$ cat src/rtl/weapon_pkg.sv
`default_nettype none
// ============================================================================
// Module   : weapon_pkg
// Brief    : State encodings and sizing helpers for the weapon arsenal.
// Revision : 1.0 - initial release
// ============================================================================
package weapon_pkg;

   localparam int STATE_W = 5;

   localparam logic [STATE_W-1:0] W_LOADED    = 5'b00001;
   localparam logic [STATE_W-1:0] W_FIRING    = 5'b00010;
   localparam logic [STATE_W-1:0] W_FIRE_IDLE = 5'b00100;
   localparam logic [STATE_W-1:0] W_RELOADING = 5'b01000;
   localparam logic [STATE_W-1:0] W_EMPTY     = 5'b10000;

   typedef enum logic [STATE_W-1:0] {
      ST_LOADED    = W_LOADED,
      ST_FIRING    = W_FIRING,
      ST_FIRE_IDLE = W_FIRE_IDLE,
      ST_RELOADING = W_RELOADING,
      ST_EMPTY     = W_EMPTY
   } weapon_state_e;

   // Width needed to hold the largest of the three phase lengths.
   function automatic int timer_width(input int fire_c, input int cool_c, input int reload_c);
      int m;
      m = fire_c;
      if (cool_c > m) m = cool_c;
      if (reload_c > m) m = reload_c;
      return $clog2(m + 1);
   endfunction

endpackage
`default_nettype wire

$ cat src/rtl/weapon_ammo_bank.sv
`default_nettype none
// ============================================================================
// Module   : weapon_ammo_bank
// Brief    : Per-weapon ammo registers with decrement/refill on one slot.
// Revision : 1.0 - initial release
// ============================================================================
module weapon_ammo_bank #(
   parameter int NUM_WEAPONS = 4,
   parameter int AMMO_W      = 6,
   parameter int MAX_AMMO    = 30,
   parameter int SEL_W       = 2
) (
   input  logic              clk,
   input  logic              rst,
   input  logic              dec_en,
   input  logic              refill_en,
   input  logic [SEL_W-1:0]  idx,
   output logic [AMMO_W-1:0] rd_ammo,
   input  logic [SEL_W-1:0]  peek_idx,
   output logic [AMMO_W-1:0] peek_ammo
);

   logic [AMMO_W-1:0] ammo_q [NUM_WEAPONS];
   logic [AMMO_W-1:0] ammo_d [NUM_WEAPONS];

   always_comb begin
      for (int i = 0; i < NUM_WEAPONS; i++) begin
         ammo_d[i] = ammo_q[i];
         if (idx == SEL_W'(i)) begin
            if (refill_en) begin
               ammo_d[i] = AMMO_W'(MAX_AMMO);
            end else if (dec_en && (ammo_q[i] != '0)) begin
               ammo_d[i] = ammo_q[i] - AMMO_W'(1);
            end
         end
      end
   end

   always_ff @(posedge clk) begin
      for (int i = 0; i < NUM_WEAPONS; i++) begin
         if (rst) ammo_q[i] <= AMMO_W'(MAX_AMMO);
         else     ammo_q[i] <= ammo_d[i];
      end
   end

   // Second read port lets a select decide LOADED/EMPTY for the target slot.
   assign rd_ammo   = ammo_q[idx];
   assign peek_ammo = ammo_q[peek_idx];

endmodule
`default_nettype wire

$ cat src/rtl/weapon_arsenal_ctrl.sv
`default_nettype none
// ============================================================================
// Module   : weapon_arsenal_ctrl
// Brief    : Multi-weapon fire/cooldown/reload controller with ammo tracking.
// Revision : 1.0 - initial release
// ============================================================================
module weapon_arsenal_ctrl
   import weapon_pkg::*;
#(
   parameter  int NUM_WEAPONS     = 4,
   parameter  int AMMO_W          = 6,
   parameter  int MAX_AMMO        = 30,
   parameter  int FIRE_CYCLES     = 4,
   parameter  int COOLDOWN_CYCLES = 8,
   parameter  int RELOAD_CYCLES   = 16,
   localparam int SEL_W           = $clog2(NUM_WEAPONS)
) (
   input  logic               clk,
   input  logic               rst,
   input  logic               in_switch,
   input  logic               sel_valid,
   input  logic [SEL_W-1:0]   sel_idx,
   input  logic               reload_req,
   output logic [STATE_W-1:0] weapon_state,
   output logic [SEL_W-1:0]   active_weapon,
   output logic [AMMO_W-1:0]  ammo_count,
   output logic               fire_pulse,
   output logic               empty_click
);

   localparam int TIMER_W = timer_width(FIRE_CYCLES, COOLDOWN_CYCLES, RELOAD_CYCLES);
   localparam int NSEL    = 2 ** SEL_W;
   localparam logic [NSEL-1:0] SEL_VALID = NSEL'((1 << NUM_WEAPONS) - 1);

   weapon_state_e      state_q, state_d;
   logic [TIMER_W-1:0] timer_q, timer_d;
   logic [SEL_W-1:0]   active_q, active_d;
   logic               sw_q;
   logic               fire_q, fire_d;
   logic               click_q, click_d;

   logic               dec_en, refill_en;
   logic [AMMO_W-1:0]  peek_ammo;
   logic               trig_rise, sel_ok, cool_done, have_ammo;

   assign trig_rise = in_switch & ~sw_q;
   assign sel_ok    = SEL_VALID[sel_idx];
   assign cool_done = timer_q >= TIMER_W'(COOLDOWN_CYCLES - 1);
   assign have_ammo = ammo_count != '0;

   weapon_ammo_bank #(
      .NUM_WEAPONS (NUM_WEAPONS),
      .AMMO_W      (AMMO_W),
      .MAX_AMMO    (MAX_AMMO),
      .SEL_W       (SEL_W)
   ) u_bank (
      .clk       (clk),
      .rst       (rst),
      .dec_en    (dec_en),
      .refill_en (refill_en),
      .idx       (active_q),
      .rd_ammo   (ammo_count),
      .peek_idx  (sel_idx),
      .peek_ammo (peek_ammo)
   );

   always_comb begin
      state_d   = state_q;
      timer_d   = timer_q;
      active_d  = active_q;
      fire_d    = 1'b0;
      click_d   = 1'b0;
      dec_en    = 1'b0;
      refill_en = 1'b0;
      case (state_q)
         ST_LOADED: begin
            // An out-of-range select still wins priority and is then dropped.
            if (sel_valid) begin
               if (sel_ok) begin
                  active_d = sel_idx;
                  state_d  = (peek_ammo != '0) ? ST_LOADED : ST_EMPTY;
               end
            end else if (reload_req) begin
               if (ammo_count != AMMO_W'(MAX_AMMO)) begin
                  state_d = ST_RELOADING;
                  timer_d = '0;
               end
            end else if (trig_rise) begin
               state_d = ST_FIRING;
               timer_d = '0;
               dec_en  = 1'b1;
               fire_d  = 1'b1;
            end
         end
         ST_FIRING: begin
            if (timer_q == TIMER_W'(FIRE_CYCLES - 1)) begin
               state_d = ST_FIRE_IDLE;
               timer_d = '0;
            end else begin
               timer_d = timer_q + TIMER_W'(1);
            end
         end
         ST_FIRE_IDLE: begin
            if (cool_done && !in_switch) begin
               state_d = have_ammo ? ST_LOADED : ST_EMPTY;
            end else if (!cool_done) begin
               timer_d = timer_q + TIMER_W'(1);
            end
         end
         ST_RELOADING: begin
            if (timer_q == TIMER_W'(RELOAD_CYCLES - 1)) begin
               state_d   = ST_LOADED;
               refill_en = 1'b1;
            end else begin
               timer_d = timer_q + TIMER_W'(1);
            end
         end
         ST_EMPTY: begin
            if (sel_valid) begin
               if (sel_ok) begin
                  active_d = sel_idx;
                  state_d  = (peek_ammo != '0) ? ST_LOADED : ST_EMPTY;
               end
            end else if (reload_req) begin
               state_d = ST_RELOADING;
               timer_d = '0;
            end else if (trig_rise) begin
               click_d = 1'b1;
            end
         end
         default: begin
            state_d = ST_LOADED;
            timer_d = '0;
         end
      endcase
   end

   always_ff @(posedge clk) begin
      if (rst) begin
         state_q  <= ST_LOADED;
         timer_q  <= '0;
         active_q <= '0;
         sw_q     <= 1'b0;
         fire_q   <= 1'b0;
         click_q  <= 1'b0;
      end else begin
         state_q  <= state_d;
         timer_q  <= timer_d;
         active_q <= active_d;
         sw_q     <= in_switch;
         fire_q   <= fire_d;
         click_q  <= click_d;
      end
   end

   assign weapon_state  = state_q;
   assign active_weapon = active_q;
   assign fire_pulse    = fire_q;
   assign empty_click   = click_q;

endmodule
`default_nettype wire

$ cat config.mk
export PLATFORM = sky130hd
export DESIGN_NAME = weapon_arsenal_ctrl
export DESIGN_NICKNAME = d
export VERILOG_FILES = /design/src/rtl/weapon_pkg.sv /design/src/rtl/weapon_ammo_bank.sv /design/src/rtl/weapon_arsenal_ctrl.sv
export SDC_FILE = /design/constraint.sdc
export NUM_CORES = 1
export LEC_CHECK = 0
export CAP_MARGIN = 10
export CORE_ASPECT_RATIO = 1.1
export CORE_MARGIN = 5
export CORE_UTILIZATION = 40
export CTS_CLUSTER_DIAMETER = 60
export CTS_CLUSTER_SIZE = 14
export DETAILED_ROUTE_END_ITERATION = 7
export PLACE_DENSITY = 0.59
export REMOVE_ABC_BUFFERS = 1
export SLEW_MARGIN = 30
export SYNTH_ARGS = -nofsm -noshare
export SYNTH_HDL_FRONTEND = slang
export SYNTH_SLANG_ARGS = --single-unit
$ cat constraint.sdc
create_clock -name clk -period 3.2 [get_ports clk]
set_input_delay 0.32 -clock clk [delete_from_list [all_inputs] [get_ports clk]]
set_output_delay 0.32 -clock clk [all_outputs]
set_load 0.03 [all_outputs]
### Word-level counts from Yosys, hierarchy flattened

Memories as Yosys holds them, arrays and structs flattened. A register that Yosys moved wholly into a read port is not among the register bits.
Cells that the tools add are included.

| storage, ports and cells | value |
|---|---|
| flip-flop bits (word level) | 15 |
| memory bits (writable) | 24 |
| bits of input ports | 7 |
| output and inout port bits | 15 |
| logic and storage cells | 117 |
| memories | 1 |

Memory list:

| memory | depth | bits a word | rd ports | clocked after Yosys merged registers in | wr ports | RTL line | source |
|---|---|---|---|---|---|---|---|
| u_bank.ammo_q | 4 | 6 | 6 | 1 | 4 | weapon_ammo_bank.sv:23 | `logic [AMMO_W-1:0] ammo_q [NUM_WEAPONS];` |

| cells by class | value |
|---|---|
| add/subtract/negate cells | 5 |
| order comparisons | 2 |
| equality and inequality tests | 25 |
| mux-type cells | 53 |
| bitwise gates (word level) | 7 |
| reduce and logical (&&, ||, !) cells | 18 |

Operator list:

| cell | number |
|---|---|
| $mux W5 | 22 |
| $mux W6 | 16 |
| $pmux W5 S5 | 2 |
| $reduce_bool A6 Y1 | 6 |
| $sub A6 B1 Y6 const B | 4 |
| $ne A2 B2 Y1 const B | 9 |
| $eq A5 B2 Y1 const B | 2 |
| $eq A5 B4 Y1 const B | 2 |
| $mux W1 | 10 |
| $ne A3 B3 Y1 const B | 3 |
| $ne A4 B4 Y1 const B | 2 |
| $reduce_and A8 Y1 | 1 |
| $ne A6 B5 Y1 const B | 1 |
| $reduce_and A6 Y1 | 1 |
| $add A5 B1 Y5 const B | 1 |
| $eq A5 B1 Y1 const B | 1 |
| $eq A5 B3 Y1 const B | 1 |
| $eq A5 B5 Y1 const B | 1 |
| $ge A5 B3 Y1 const B | 1 |
| $logic_and A1 B1 Y1 | 5 |
| $eq A2 B2 Y1 const B | 2 |
| $mux W2 | 2 |
| $or A1 B1 Y1 | 4 |
| $reduce_or A2 Y1 | 2 |
| other kinds (8) | 9 |

### Depth between registers and ports, before layout

| depth | value |
|---|---|
| depth in word-level cells | 11 |
| mapped depth | 9 |
| depth with buffers taken out | 8 |

### Modules after synthesis

A second synthesis with hierarchy kept.

| unflattened totals | value |
|---|---|
| cells, all modules | 310 |
| area total of the unflattened synthesis | 2,787.7 um^2 |

Modules (own cells, without submodules):

| module | instances | cells each | area an instance (um^2) | seq. area each (um^2) |
|---|---|---|---|---|
| weapon_ammo_bank | 1 | 195 | 1,835.5 | 480.5 |
| weapon_arsenal_ctrl | 1 | 115 | 952.2 | 300.3 |

### Worst setup path before layout

Ideal clock, no wire load.

| timing path | value |
|---|---|
| path kind | register to register |
| start point | register (tool-made name) |
| end point | register timer_q[3] |
| library setup time | 70 ps |
| data arrival time | 2,422 ps |
| data required time | 3,130 ps |
| path slack | 707 ps |
| cell stages (with the launch flop) | 9 |
| buffers on the path | 2 |
| period minus slack after synthesis | 2,493 ps |
| cell sequence | dfxtp_1 -> buf_6 -> mux4_1 -> nand3_2 -> nor3_2 -> or3_1 -> buf_6 -> or4_1 -> a21oi_1 |

RTL lines:

| what | RTL line | source |
|---|---|---|
| end signal, assigned | weapon_arsenal_ctrl.sv:148 | `timer_q <= timer_d;` |
| end, declared | weapon_arsenal_ctrl.sv:36 | `logic [TIMER_W-1:0] timer_q, timer_d;` |

==> metrics.yaml <==
ant_nets: 0
hold_start: "timer_q[1]$_SDFFE_PP0P_"
grt_start_max_net_pins: 20
clock_latency_ps: 290
synth.largest_area_cell: "dfxtp_1"
crit_arrival_ps: 2750
synthToLayoutAreaGrowth_pct: 14.50
htreeDepth: 2
yosysSeqAreaShare_pct: 33.27
antenna_found_initial: 0
fin_nets: 317
power_mw: 1.452
synthArstFlopShare_pct: 0
min_to: "timer_q[1]$_SDFFE_PP0P_"
place_congestion: 0.8573
worstSetupPathType: "primary input to flip-flop"
setup_ws_ps: 626.8
synth-seq-cells: 41
avgViaCountPerCell: 5.459
grt_pass1_wl_mm: 10.02
cts.clk_slew.worst_paths_ps: 80
worst_pin_slew_ps: 615.6
hold_class: "flip-flop to flip-flop"
grt_setup_unrepaired: "no"
yosysMostFrequentCell: "dfxtp_1"
hpwlAfterDp_mm: 4.427
cts_resized: 0
slew_headroom_pct: 58.64
grt_pass1_vias: 2097
cts_tree: "done"
hold_path_depth: 1
clk_path_buf_depth: 2
top_layer: "met4"
vias: 2080
synth_top_cell_area_share_pct: 33.27
cts-hold-fix-buffers: 0
clockRootBuffer: "clkbuf_8"
die_w_um: 84.89
max_freq_mhz: 388.6
firstDrtPassIters: 4
p_leak_nw: 1.020
tns_ps: 0
grt_use_total_pct: 15.82
wl_per_cell_um: 15.29
grt.overflow.total: 0
drt_iter0_markers: 119
routed-wl-met2_mm: 2.690
postCtsSetupRepairBufs: 0
setup_viol: 0
io_pins: 22
fin_cells: 381
maxCapViolCount: 0
p_per_area_nw_per_um2: 514.0
met1_length_mm: 2.712
portBuffers: 21
place_ws_ps: 313.4
synth_area_leaders: "dfxtp_1, mux4_1, ha_1"
rows: 30
drc_errors: 0
holdWs_ps: 521.8
drv_slew: 0
cp-end-kind: "flip-flop"
synth_ff_type: "dfxtp_1"
required_ps: 3380
r2r_slack_ps: 650
ys_types: 59
start_kind: "primary input"
coreArea_um2: 6081
synthTopCellsByCount: "dfxtp_1, nand2_1, nor2_1"
clock-sinks: 41
yosys_warnings: 0
finalClockSkew_ps: 9.763
synth-edff-count: 0
wl_met3_um: 323
finalHoldViolations: 0
fin_crit_ps: 2573
peakVddDrop_v: 0.0001957
syn_avg_cell_area_um2: 8.781
netlist_instances: 281
drive_gt1_share_pct: 7.641
r2r_cells: 6
routed_wl_mm: 5.825
syn_area_um2: 2467
dp_cells: 373
die_h_um: 92.37
start_util_pct: 40.58
n_antenna_cell: 0
r2r_end: "timer_q[3]$_SDFFE_PP0P_"
numCtsBuffers: 5
critPathMaxFanout: 7
status: "finished, final reports clean"
timing.final.crit_share_pct: 80.41
die-area_um2: 7841
## where the power goes
| group | internal, mW | switching (mW) |
|---|---|---|
| clock | 0.254 | 0.181 |
| sequential | 0.539 | 0.0581 |
| combinational | 0.162 | 0.259 |
## cell type report
| cell class | count | area [um2] |
|---|---|---|
| multi-input combinational | 218 | 1521 |
| clock inverter | 2 | 37.54 |
| tap | 80 | 100.1 |
| clock buffer | 6 | 82.58 |
| fill | 600 | 3256 |
| timing repair buffer | 22 | 217.7 |
| inverter | 12 | 45.04 |
| sequential | 41 | 820.8 |
## critical path, stage by stage
cell and delay, ps:
clkdlybuf4s50_1 520, or4b_4 640, a2111oi_1 480, o21a_1 240, nor4b_1 320, xnor2_1 160
nand2_1 60
## stage by stage
step	utilization [%]	instance area [um2]
2_1_floorplan	-	2387
3_3_place_gp	44.49	2705
3_5_place_dp	44.49	2705
4_1_cts	46.46	2825
5_1_grt	46.46	2825
6_report	46.46	2825
## routing by layer
layer	vias to the layer above	global-route usage, %
met4	0	6.596
li1	1048	-
met2	58	25.65
met5	-	0
met3	8	2.313
met1	966	20.98
## cells in the final DEF (no fill, tap or decap), drive strengths merged, types with 4 or more instances in the layout
master	n
a21oi	12
and3	5
clkbuf	6
clkdlybuf4s50	21
dfxtp	41
ha	10
inv	12
mux4	6
nand2	32
nand3	11
nor2	31
nor2b	8
nor3	12
nor4	8
o21ai	13
or3	4
xnor2	7
xor2	13
## how the worst max path moves through the flow
| stage | from | to | slack [ps] | depth (start not counted) |
|---|---|---|---|---|
| floorplan | flip-flop | timer_q[3]$_SDFFE_PP0P_ | 650 | 6 |
| global placement | sel_valid | u_bank.ammo_q[2][3]$_SDFFE_PP1P_ | 350 | 7 |
| detailed placement | sel_valid | u_bank.ammo_q[2][3]$_SDFFE_PP1P_ | 310 | 7 |
| CTS | sel_valid | u_bank.ammo_q[2][3]$_SDFFE_PP1P_ | 620 | 7 |
| global route | weapon_state[2]$_SDFFE_PP0P_ | u_bank.ammo_q[1][3]$_SDFFE_PP1P_ | 360 | 6 |
| finish | sel_valid | u_bank.ammo_q[2][3]$_SDFFE_PP1P_ | 630 | 7 |
## registers in the layout, indices dropped and copies added, names as in the netlist, named ones only
signal and cells:
active_weapon 2, sw_q 1, timer_q 5, weapon_state 5, u_bank.ammo_q 24, empty_click 1
fire_pulse 1
## kinds of logic after synthesis
group                    Yosys count  synth area share, %
buffers and inverters             22                5.071
multiplexers                       9                7.455
XOR/XNOR                          20                7.099
AO/OA/AOI/OAI                     49                14.20
flip-flops                        41                33.27
AND/OR/NAND/NOR                  130                27.84
adder cells (fa/ha/maj)           10                5.071
No activity file was read; power rests on OpenSTA's default activity.
